## src/rtl/fft_output_serializer.sv

```systemverilog
// Output reader for the 8-point FFT: captures a parallel frame in one cycle into
// ping-pong banks and streams it out one complex sample per valid/ready beat.
module fft_output_serializer #(
    parameter int WIDTH   = 16,
    parameter bit REORDER = 1'b1
) (
    input  logic             clk,
    input  logic             rst,
    input  logic             in_valid,
    input  logic [WIDTH-1:0] x_in_0_real,
    input  logic [WIDTH-1:0] x_in_1_real,
    input  logic [WIDTH-1:0] x_in_2_real,
    input  logic [WIDTH-1:0] x_in_3_real,
    input  logic [WIDTH-1:0] x_in_4_real,
    input  logic [WIDTH-1:0] x_in_5_real,
    input  logic [WIDTH-1:0] x_in_6_real,
    input  logic [WIDTH-1:0] x_in_7_real,
    input  logic [WIDTH-1:0] x_in_0_imag,
    input  logic [WIDTH-1:0] x_in_1_imag,
    input  logic [WIDTH-1:0] x_in_2_imag,
    input  logic [WIDTH-1:0] x_in_3_imag,
    input  logic [WIDTH-1:0] x_in_4_imag,
    input  logic [WIDTH-1:0] x_in_5_imag,
    input  logic [WIDTH-1:0] x_in_6_imag,
    input  logic [WIDTH-1:0] x_in_7_imag,
    output logic             in_ready,
    output logic             overrun,
    input  logic             overrun_clr,
    output logic             out_valid,
    input  logic             out_ready,
    output logic [WIDTH-1:0] out_real,
    output logic [WIDTH-1:0] out_imag,
    output logic [2:0]       out_index,
    output logic             out_last
);

    logic [WIDTH-1:0] in_re [8];
    logic [WIDTH-1:0] in_im [8];
    logic [WIDTH-1:0] bank_re [2][8];
    logic [WIDTH-1:0] bank_im [2][8];
    logic [1:0]       full;
    logic [1:0]       full_nxt;
    logic             wb;
    logic             rb;
    logic [2:0]       cnt;
    logic [2:0]       rd_idx;
    logic             capture;
    logic             drop;
    logic             beat;
    logic             rel_bank;

    assign in_re[0] = x_in_0_real;
    assign in_re[1] = x_in_1_real;
    assign in_re[2] = x_in_2_real;
    assign in_re[3] = x_in_3_real;
    assign in_re[4] = x_in_4_real;
    assign in_re[5] = x_in_5_real;
    assign in_re[6] = x_in_6_real;
    assign in_re[7] = x_in_7_real;
    assign in_im[0] = x_in_0_imag;
    assign in_im[1] = x_in_1_imag;
    assign in_im[2] = x_in_2_imag;
    assign in_im[3] = x_in_3_imag;
    assign in_im[4] = x_in_4_imag;
    assign in_im[5] = x_in_5_imag;
    assign in_im[6] = x_in_6_imag;
    assign in_im[7] = x_in_7_imag;

    // in_ready depends on registers only; a bank freed this cycle is reusable next cycle
    assign in_ready = ~full[wb];
    assign capture  = in_valid & ~full[wb];
    assign drop     = in_valid & full[wb];
    assign beat     = full[rb] & out_ready;
    assign rel_bank = beat & (cnt == 3'd7);
    assign rd_idx   = REORDER ? {cnt[0], cnt[1], cnt[2]} : cnt;

    always_comb begin
        full_nxt = full;
        if (capture)
            full_nxt[wb] = 1'b1;
        if (rel_bank)
            full_nxt[rb] = 1'b0;
    end

    always_ff @(posedge clk or posedge rst) begin
        if (rst) begin
            for (int b = 0; b < 2; b++) begin
                for (int i = 0; i < 8; i++) begin
                    bank_re[b][i] <= '0;
                    bank_im[b][i] <= '0;
                end
            end
        end else if (capture) begin
            for (int i = 0; i < 8; i++) begin
                bank_re[wb][i] <= in_re[i];
                bank_im[wb][i] <= in_im[i];
            end
        end
    end

    always_ff @(posedge clk or posedge rst) begin
        if (rst) begin
            full    <= 2'b00;
            wb      <= 1'b0;
            rb      <= 1'b0;
            cnt     <= 3'd0;
            overrun <= 1'b0;
        end else begin
            full <= full_nxt;
            if (capture)
                wb <= ~wb;
            if (beat) begin
                if (cnt == 3'd7) begin
                    cnt <= 3'd0;
                    rb  <= ~rb;
                end else begin
                    cnt <= cnt + 3'd1;
                end
            end
            if (drop)
                overrun <= 1'b1;
            else if (overrun_clr)
                overrun <= 1'b0;
        end
    end

    assign out_valid = full[rb];
    assign out_index = cnt;
    assign out_last  = full[rb] & (cnt == 3'd7);
    assign out_real  = full[rb] ? bank_re[rb][rd_idx] : '0;
    assign out_imag  = full[rb] ? bank_im[rb][rd_idx] : '0;

endmodule

```

## config.mk

```make
export PLATFORM = sky130hd
export DESIGN_NAME = fft_output_serializer
export DESIGN_NICKNAME = d
export VERILOG_FILES = /design/src/rtl/fft_output_serializer.sv
export SDC_FILE = /design/constraint.sdc
export NUM_CORES = 1
export LEC_CHECK = 0
export BUFFER_PORTS_ARGS = -buffer_cell sky130_fd_sc_hd__buf_4
export CORE_ASPECT_RATIO = 1.5
export CORE_UTILIZATION = 45
export CTS_BUF_LIST = sky130_fd_sc_hd__clkbuf_16
export CTS_CLUSTER_DIAMETER = 50
export DETAILED_ROUTE_END_ITERATION = 8
export PLACE_DENSITY_LB_ADDON = 0.2
export SYNTH_ARGS = -nofsm -noshare
export SYNTH_HDL_FRONTEND = slang
export SYNTH_SLANG_ARGS = --single-unit
export TNS_END_PERCENT = 1
```

## constraint.sdc

```tcl
create_clock -name clk -period 18.3 [get_ports clk]
set_input_delay 2.745 -clock clk [delete_from_list [all_inputs] [get_ports clk]]
set_output_delay 2.745 -clock clk [all_outputs]
set_load 0.005 [all_outputs]
```

Yosys cells after proc, flatten, opt, wreduce, memory -nomap -nowiden
Cells that the tools add are included.
Widths: inputs -> output; s select.
{ "classes": {"n_bitwise": 14, "n_addsub": 1, "order_cmp": 8, "reduce_logical": 5, "n_eq_ne": 1, "n_mux": 59} }
{ "op_table": {"columns": ["operator", "n"], "rows": [
  ["$bwmux 256", 16],
  ["$demux 128 s1", 8],
  ["$mux 128", 7],
  ["$mux 112", 1],
  ["$mux 16", 7],
  ["$bmux 16 s3", 2],
  ["$mux 96", 1],
  ["$mux 80", 1],
  ["$mux 64", 1],
  ["$mux 48", 1],
  ["$mux 32", 1],
  ["$mux 1", 8],
  ["$and 1x1->1", 5],
  ["$ge 2x2->1 const B", 2],
  ["$ge 4x4->1 const B", 1],
  ["$lt 1x2->1 const B", 2],
  ["$mux 2", 2],
  ["$not 1->2", 2],
  ["$not 3->4", 1],
  ["$add 3x1->3 const B", 1],
  ["$eq 3x3->1 const B", 1],
  ["$logic_and 1x1->1", 3],
  ["$mux 3", 1],
  ["$not 1->1", 3],
  ["8 further kinds", 10]
]} }
{ "word_totals": {"reg_bits": 520} }

Longest topological paths before layout
Gate-level depths: netlist of the first run.
{ "depth": {"ltp_word": 13, "mapped_depth": 8} }

Least setup slack after synthesis of the first run
No wires, ideal clock.
{ "synth_timing": {"kind": "register to output", "from": "register cnt[2], in the netlist out_index[2]", "to": "output out_imag[0]", "arrival_ns": 1.645, "path_slack_ns": 13.910, "path_buffers": 4, "t_required_ns": 15.555, "path_stages_with_launch": 8, "cell_sequence": "dfrtp_1 clkbuf_1 buf_6 buf_6 buf_2 mux4_2 a22oi_1 nand2_1"} }
{ "synth_between": {"elab_chain_len": 5} }
{ "synth_rtl": {"columns": ["element", "line", "rtl"], "rows": [
  ["from (decl)", "45", "logic [2:0] cnt;"],
  ["from (signal assigned)", "117", "cnt <= cnt + 3'd1;"],
  ["$not 3->4 (implied by the code)", "131", "assign out_imag = full[rb] ? bank_im[rb][rd_idx] : '0;"],
  ["$bmux 16 s3", "131", null],
  ["$mux 16 (implied by the code) (2 in a row)", "131", null],
  ["$mux 16", "131", null],
  ["to (decl)", "32", "output logic [WIDTH-1:0] out_imag,"]
]} }
Every way passes these cells. The select of a mux whose other input is x is not followed.

Final worst setup path of the first run
{ "layout_timing": {"from": "register rb", "to": "output out_real[10]"} }
{ "layout_between": {"elab_chain_len": 8, "word_cells_on_any_way": 10} }
{ "layout_rtl": {"columns": ["element", "line", "rtl"], "rows": [
  ["from (decl)", "44", "logic rb;"],
  ["from (signal assigned)", "115", "rb <= ~rb;"],
  ["$not 1->2 (implied by the code)", "130", "assign out_real = full[rb] ? bank_re[rb][rd_idx] : '0;"],
  ["$mux 128 (implied by the code) (3 in a row)", "130", null],
  ["$bmux 16 s3", "130", null],
  ["$mux 16 (implied by the code) (2 in a row)", "130", null],
  ["$mux 16 (*)", "130", null],
  ["to (decl)", "31", "output logic [WIDTH-1:0] out_real,"]
]} }
Mark *: on every way between the ends. The rest lies on a longest branch, timed or not. The select of a mux whose other input is x is not followed.

==> flow_summary.ini, run 1 <==
[status]
status = finished clean

[yosys]
yosysTopAreaCell = dfrtp_1
ys.flop_type = dfrtp_1
yosys_warnings = 0
synth-edff-count = 0
synth_seq_area_share_pct = 56.2
synth_cell_type_count = 30
synth-seq-cells = 520
synth_top_area_share_pct = 56.2
syn_avg_cell_area_um2 = 12.0
synthTopCellsByArea = dfrtp_1, nand2_1, mux2_2, mux4_2, a22oi_1
synthesis.area_um2 = 23100
syn-instance-count = 1935
mappedNetlistNets = 2198
async_reset_ff_share_pct = 100

[floorplan]
die_area_um2 = 52300
die_h_um = 280
placementRows = 101
io_pins = 300
die_w_um = 187
coreArea_um2 = 50700
initial_core_util_pct = 45.7

[routing]
drc_errors = 0
wire_per_inst_um = 22.9
drtIter0Drc = 1155
dr.pass1.iters = 5
vias_per_cell = 5.44
routed-via-count = 15700
drtAntennaViolNets = 0
wl_um = 66200

[sta]
final-setup-viol-count = 0
maxSlewViolCount = 0
slew_headroom_pct = 28.5
skew_ns = 0.0113
hold_viol = 0
fin_crit_ns = 7.38
fmax_mhz = 136
tns_ns = 0
rsz0062_at_grt = false
tightest_slew_ns = 1.07
fin_crit_sh_pct = 40.3

[finish]
n_fill_cell = 4428
finalNonFillerCells = 2894
fin_nets = 2442
area_delta_synth_final_pct = 18.5
drive_gt1_share_pct = 35.4

[place]
hpwl_um = 44400
gp_congestion = 0.815
portBuffers = 299
dp_cells = 2795

[global_route]
grt_max_degree = 189
grt-ovfl-total = 0
grt_antenna_before_repair = 9
grt_first_pass_wirelength_um = 101000
grt_pass1_vias = 16500
grt_usage_pct = 25.7

[setup_path]
critPathRequiredTime_ns = 15.55
r2r_slack_ns = 15.17
critPathMaxStageDelay_ns = 1.00
startpoint_type = flop
path_cells = buf_4 > buf_4 > mux4_2 > a22oi_1 > nand2_1 > buf_4
rr_endpoint = bank_re[183]
reg2reg_from = full[0]
critPathTopFamily = buffers and inverters
worstPathArrival_ns = 4.63
crit_slowest_cell = dfrtp_4
path_buf_inv = 3
crit_top_cell = buf_4
cp-end-kind = output port
reg2regPathDepth = 5
crit_type = reg -> out
crit_fanout = 53

[power]
peakVddDrop_mv = 0.113
p_leak_nw = 13.3
power-per-cell-area_nw_per_um2 = 181

[cts]
cts_tree = done
htree_levels = 2
cts_hold_buf = 0
clk-insertion-delay-late_ns = 0.58
clk_path_buf_depth = 3
clk_pin_slew_ns = 0.06
post-cts-setup-buffers = 0
cts-resized-gates = 0
cts.sinks = 520
cts_buffers = 51
cts.root.buffer_cell = clkbuf_16

[worst_hold_path]
hold_depth = 2
hold_path_class = reg -> reg
min_from = bank_im[140]
whs_endpoint = bank_im[140]

[job]
cap_violations = 0
-- routing by layer --
layer,GRT usage (%),wire length [um],up-vias
li1,-,-,7070
met1,32.7,26100,8101
met2,42.0,32800,454
met3,4.81,3830,109
met4,13.6,3470,6
met5,0,39,-
-- cells in the mapped netlist (2+ instances only) --
master and count:
and3_1 2, nor3_1 3, mux4_2 127, buf_6 5, inv_1 4, buf_4 2
dfrtp_1 520, nand2_1 808, o21ai_0 2, ha_1 2, a22oi_1 63, clkbuf_1 30
mux2i_1 3, buf_1 5, nand3_1 2, buf_2 87, mux2_2 257
-- placed cells by master (no fill, tap or decap), types with 3 or more instances in the layout --
master     instances
a22oi_1           63
buf_4            318
bufinv_16          5
clkbuf_16         51
clkinv_1           9
clkinv_2          11
dfrtp_1          518
diode_2            6
inv_1             16
mux2_2           257
mux2i_1            3
mux4_2           127
nand2_1          808
-- how the worst max path moves through the flow --
stage	from	slack (ns)	to	cells past startpoint
3_3_place_gp	rb	11.36	out_real[10]	6
6_report	rb	10.92	out_real[10]	6
4_1_cts	rb	10.73	out_real[10]	6
3_5_place_dp	rb	11.34	out_real[10]	6
2_1_floorplan	rst	1.03	bank_im[0]	1
5_1_grt	rb	10.64	out_real[10]	6
-- power breakdown --
| group | switching [mW] | leakage (nW) | internal (mW) |
|---|---|---|---|
| combinational | 0.889 | 6.10 | 0.997 |
| sequential | 0.337 | 6.39 | 1.70 |
| clock | 0.450 | 0.834 | 0.576 |
-- worst reg2reg max path, cell delays in order (launching register included) --
cell and delay [ns]:
dfrtp_1 0.49, or3_4 0.67, buf_4 0.91, buf_4 0.73, nand2_1 0.20, nand2_1 0.09
-- state kept, by name, summed over array words and instances (netlist names) --
signal / cells
rb: 1
overrun: 1
full: 2
bank_re: 256
wb: 1
bank_im: 256
out_index: 3
-- cell families after synthesis --
family	Yosys count	share of synthesized area [%]
multiplexers	388	25.1
adder cells (fa/ha/maj)	2	0.108
flip-flops	520	56.2
AND/OR/NAND/NOR	820	13.4
AO/OA/AOI/OAI	71	2.28
buffers and inverters	134	2.84
-- layout make-up --
| cell class | instances | area (um2) | area share, % |
|---|---|---|---|
| Clock inverter | 42 | 320 | 1.17 |
| Tap cell | 669 | 837 | 3.05 |
| Antenna cell | 6 | 15.0 | 0.0548 |
| Inverter | 5 | 26.3 | 0.0959 |
| Sequential cell | 520 | 13000 | 47.5 |
| Timing Repair Buffer | 320 | 2430 | 8.86 |
| Clock buffer | 51 | 1280 | 4.66 |
| Multi-Input combinational cell | 1281 | 9490 | 34.6 |
-- per-stage QoR --
stage | total power [mW] | setup slack [ns] | util, % | instance area (um2) | hold slack, ns
finish | 4.95 | 10.92 | 54.1 | 27400 | 0.469
global placement | 3.87 | 11.36 | 50.9 | 25800 | 0.451
detailed placement | 3.95 | 11.34 | 50.9 | 25800 | 0.457
global route | 5.24 | 10.64 | 54.1 | 27400 | 0.487
floorplan | 3.27 | 1.03 | - | 23100 | 0.440
CTS | 4.99 | 10.73 | 54.1 | 27400 | 0.472
Power figures use the tool's default switching activity.
==> inputs of run 2 (changes only) <==
Settings changed: ABC_AREA from default to 1.
Clock period 18.3 ns to 6.2 ns, I/O delays scaled along.
==> flow_summary.ini, run 2 <==
[status]
status = finished clean

[finish]
final_cell_mix = nand2_1, inv_1, dfrtp_1
drive_gt1_share_pct = 11.0
fin_nets = 3856
area_delta_synth_final_pct = 15.3
finalNonFillerCells = 4390
mostFrequentLayoutCell = nand2_1

[routing]
wire_per_inst_um = 18.8
vias_per_cell = 5.07
drc_errors = 0
routed-via-count = 22300
wl_um = 82600
dr.pass1.iters = 6
drtIter0Drc = 2241
drtAntennaViolNets = 0

[yosys]
syn-instance-count = 3436
synth_seq_area_share_pct = 51.1
synth_cell_type_count = 23
yosys_warnings = 0
synth-seq-cells = 520
yosysTopAreaCell = dfrtp_1
syn_avg_cell_area_um2 = 7.41
synthesis.area_um2 = 25400
synthTopCellsByArea = dfrtp_1, nand2_1, o21ai_0, inv_1, nand3_1
ys.flop_type = dfrtp_1
synth_top_area_share_pct = 51.1
mappedNetlistNets = 3699
async_reset_ff_share_pct = 100
synth_most_common_cell = nand2_1
synthTopCellsByCount = nand2_1, inv_1, dfrtp_1
synth-edff-count = 0

[cts]
cts_buffers = 53
clk_path_buf_depth = 3
cts.sinks = 520
post-cts-setup-buffers = 0
cts_tree = done
cts_hold_buf = 0
cts.root.buffer_cell = clkbuf_16
cts-resized-gates = 0
clk-insertion-delay-late_ns = 0.61
clk_pin_slew_ns = 0.06
htree_levels = 2

[sta]
fin_ws_ns = 1.63
hold_viol = 0
final-setup-viol-count = 0
fin_crit_ns = 4.57
fin_crit_sh_pct = 73.6
rsz0062_at_grt = false
fmax_mhz = 219
slew_headroom_pct = 22.8
tightest_slew_ns = 1.16
maxSlewViolCount = 0
skew_ns = 0.00992

[floorplan]
die_area_um2 = 57500
initial_core_util_pct = 45.6
die_h_um = 293
die_w_um = 196
io_pins = 300
placementRows = 106
coreArea_um2 = 55800

[setup_path]
crit_type = reg -> out
critPathRequiredTime_ns = 5.27
cp-end-kind = output port
startpoint_type = flop
crit_slowest_cell = inv_8
critPathMaxStageDelay_ns = 0.74
worstPathArrival_ns = 3.64
path_buf_inv = 3
critPathTopFamily = buffers and inverters
crit_fanout = 149
path_cells = inv_8 > buf_4 > nand2_1 > nand2_1 > nand2_1 > nand3_1 > nand3_1 > a21oi_1 > buf_4
crit_top_cell = nand2_1

[global_route]
grt_antenna_before_repair = 0
grt_usage_pct = 29.0
grt-ovfl-total = 0
grt_first_pass_wirelength_um = 126000
grt_max_degree = 239
grt_pass1_vias = 21200

[job]
cap_violations = 0

[worst_hold_path]
hold_path_class = in -> async

[place]
gp_congestion = 0.882
hpwl_um = 55800
dp_cells = 4294
place_ws_ns = 2.30
portBuffers = 299

[power]
power-per-cell-area_nw_per_um2 = 524
peakVddDrop_mv = 0.321
p_leak_nw = 16.1
[run 2: final timing paths]
| kind | endpoint | cells past startpoint | slack [ns] | start |
|---|---|---|---|---|
| setup / recovery | out_imag[12] | 9 | 1.63 | rb |
| hold / removal | bank_re[178] | 2 | 0.36 | rst |
| setup reg to reg | rb | 7 | 3.18 | rb |
| hold reg to reg | bank_re[70] | 2 | 0.48 | bank_re[70] |
| max in group asynchronous | bank_re[128] | 3 | 4.42 | rst |
| min in group clk | bank_re[70] | 2 | 0.48 | bank_re[70] |
[run 2: metal layers]
layer	vias up	GRT usage, %	share of wire, %
met3	132	4.10	6.4
met4	0	9.62	3.4
met1	10600	39.4	43
li1	10900	-	-
met5	-	0	0
met2	718	47.6	47
[run 2: kinds of logic after synthesis]
family | synth area share (%)
simple gates | 25.4
compound gates | 10.9
xor+xnor | 0.0344
flops | 51.1
buf+inv | 12.4
fa+ha+maj | 0.0983
[run 2: where the power goes]
part	switching [mW]	internal (mW)
registers	0.871	4.96
logic	4.31	2.25
clock network	1.36	1.63
total	6.54	8.83
[run 2: cell type report]
class	instances	area, um2
Tap cell	756	946
Timing Repair Buffer	323	2520
Multi-Input combinational cell	2169	9300
Antenna cell	2	5.00
Sequential cell	520	13000
Clock inverter	39	190
Inverter	526	1990
Clock buffer	55	1380
Fill cell	5579	26500
[run 2: per-stage QoR]
step | area [um2] | total power, mW | util [%] | setup TNS, ns | hold slack (ns)
floorplan | 25500 | 10.1 | - | -933.00 | 0.453
global placement | 27800 | 12.3 | 49.8 | 0 | 0.466
detailed placement | 27800 | 12.4 | 49.8 | 0 | 0.472
CTS | 29300 | 15.4 | 52.6 | 0 | 0.354
global route | 29300 | 16.6 | 52.6 | 0 | 0.372
finish | 29400 | 15.4 | 52.6 | 0 | 0.358
==> inputs of run 3 (changes only) <==
Settings changed: ABC_AREA 1 to 0.
Clock period 6.2 ns to 3.9 ns, I/O delays scaled along.
==> flow_summary.ini, run 3 (synthesized netlist as in run 1, its figures left out) <==
[status]
status = finished clean

[global_route]
grt_antenna_before_repair = 13
grt-ovfl-total = 0
grt_usage_pct = 25.8
grt_max_degree = 125
grt_pass1_vias = 17000
grt_first_pass_wirelength_um = 102000

[finish]
mostFrequentLayoutCell = nand2_1
n_fill_cell = 4332
drive_gt1_share_pct = 36.0
multi_input_area_um2 = 9490
regArea_um2 = 13000
area_delta_synth_final_pct = 21.0
fin_util_pct = 55.2
final_cell_mix = nand2_1, dfrtp_1, buf_4
fin_area_um2 = 28000
fin_nets = 2466

[routing]
vias_per_cell = 5.45
routed-via-count = 15900
wl_um = 66000
drc_errors = 0
drtAntennaViolNets = 0
wire_per_inst_um = 22.6
dr.pass1.iters = 5
drtIter0Drc = 942

[power]
peakVddDrop_mv = 0.429
finalPower_mw = 23.8
power-per-cell-area_nw_per_um2 = 852
p_leak_nw = 13.6

[cts]
cts_tree = done
cts_hold_buf = 0
clk_pin_slew_ns = 0.06
clk_path_buf_depth = 3
cts_buffers = 54
cts.root.buffer_cell = clkbuf_16
htree_levels = 2
cts-resized-gates = 0
post-cts-setup-buffers = 0
cts.sinks = 520
clk-insertion-delay-late_ns = 0.59

[floorplan]
die_w_um = 187
die_area_um2 = 52300
die_h_um = 280
initial_core_util_pct = 45.7
io_pins = 300
placementRows = 101
coreArea_um2 = 50700

[sta]
fin_crit_sh_pct = 96.1
whs_ns = 0.128
rsz0062_at_grt = false
final-setup-viol-count = 0
hold_viol = 0
fin_crit_ns = 3.75
tns_ns = 0
tightest_slew_ns = 1.03
slew_headroom_pct = 31.1
skew_ns = 0.0182
maxSlewViolCount = 0
fmax_mhz = 267

[setup_path]
crit_fanout = 38
cp-end-kind = output port
path_cells = mux4_2 > a22oi_1 > nand2_1 > buf_4
crit_type = reg -> out
startpoint_type = flop
worstPathArrival_ns = 3.16
critPathRequiredTime_ns = 3.31
critPathMaxStageDelay_ns = 0.89
crit_slowest_cell = dfrtp_4

[place]
gp_congestion = 0.842
hpwl_um = 45600
portBuffers = 299
place_area_um2 = 26200

[job]
cap_violations = 0

[worst_hold_path]
hold_path_class = in -> async
[run 3: through the flow]
step | setup slack (ns) | cells
3_3_place_gp | 0.705 | 2816
5_1_grt | 0.0365 | 2918
6_report | 0.154 | 2920
3_5_place_dp | 0.713 | 2816
2_1_floorplan | -3.75 | 1935
4_1_cts | 0.0667 | 2915
[run 3: area by class of cell]
type | instances | share of cell area [%]
multi-input combinational | 1281 | 33.9
antenna | 5 | 0.0447
clock buffer | 57 | 5.10
inverter | 5 | 0.0805
tap | 669 | 2.99
sequential | 520 | 46.5
clock inverter | 42 | 1.26
timing repair buffer | 341 | 10.1
[run 3: critical path: cells and delay by family, from the launching register on]
| family | cells | cell delay, ns |
|---|---|---|
| flip-flops | 1 | 0.89 |
| buffers and inverters | 1 | 0.19 |
| AND/OR/NAND/NOR | 1 | 0.23 |
| AO/OA/AOI/OAI | 1 | 0.66 |
| multiplexers | 1 | 0.59 |
[run 3: layer usage]
layer  up-vias  part of all wire [%]  track usage (%)  routed length (um)
met5         -                 0.094                0                  62
met4        10                   5.6             13.6                3680
met3       146                   6.7             5.88                4390
met2       469                    49             42.5               32400
met1      8142                    39             31.8               25400
li1       7143                     -                -                   -
[run 3: final timing paths]
check	from	endpoint	slack, ns	cells past startpoint
worst max-delay path	out_index[2]	out_real[8]	0.15	4
worst min-delay path	rst	bank_im[244]	0.13	2
worst max register to register	full[1]	bank_re[25]	1.75	3
worst min register to register	bank_im[226]	bank_im[226]	0.47	2
max in group asynchronous	rst	bank_re[10]	2.64	3
min in group clk	overrun_clr	overrun	0.18	2
[run 3: power by group]
group | switching [mW] | internal, mW
Clock | 2.16 | 3.02
Sequential | 1.43 | 7.99
Combinational | 4.38 | 4.87
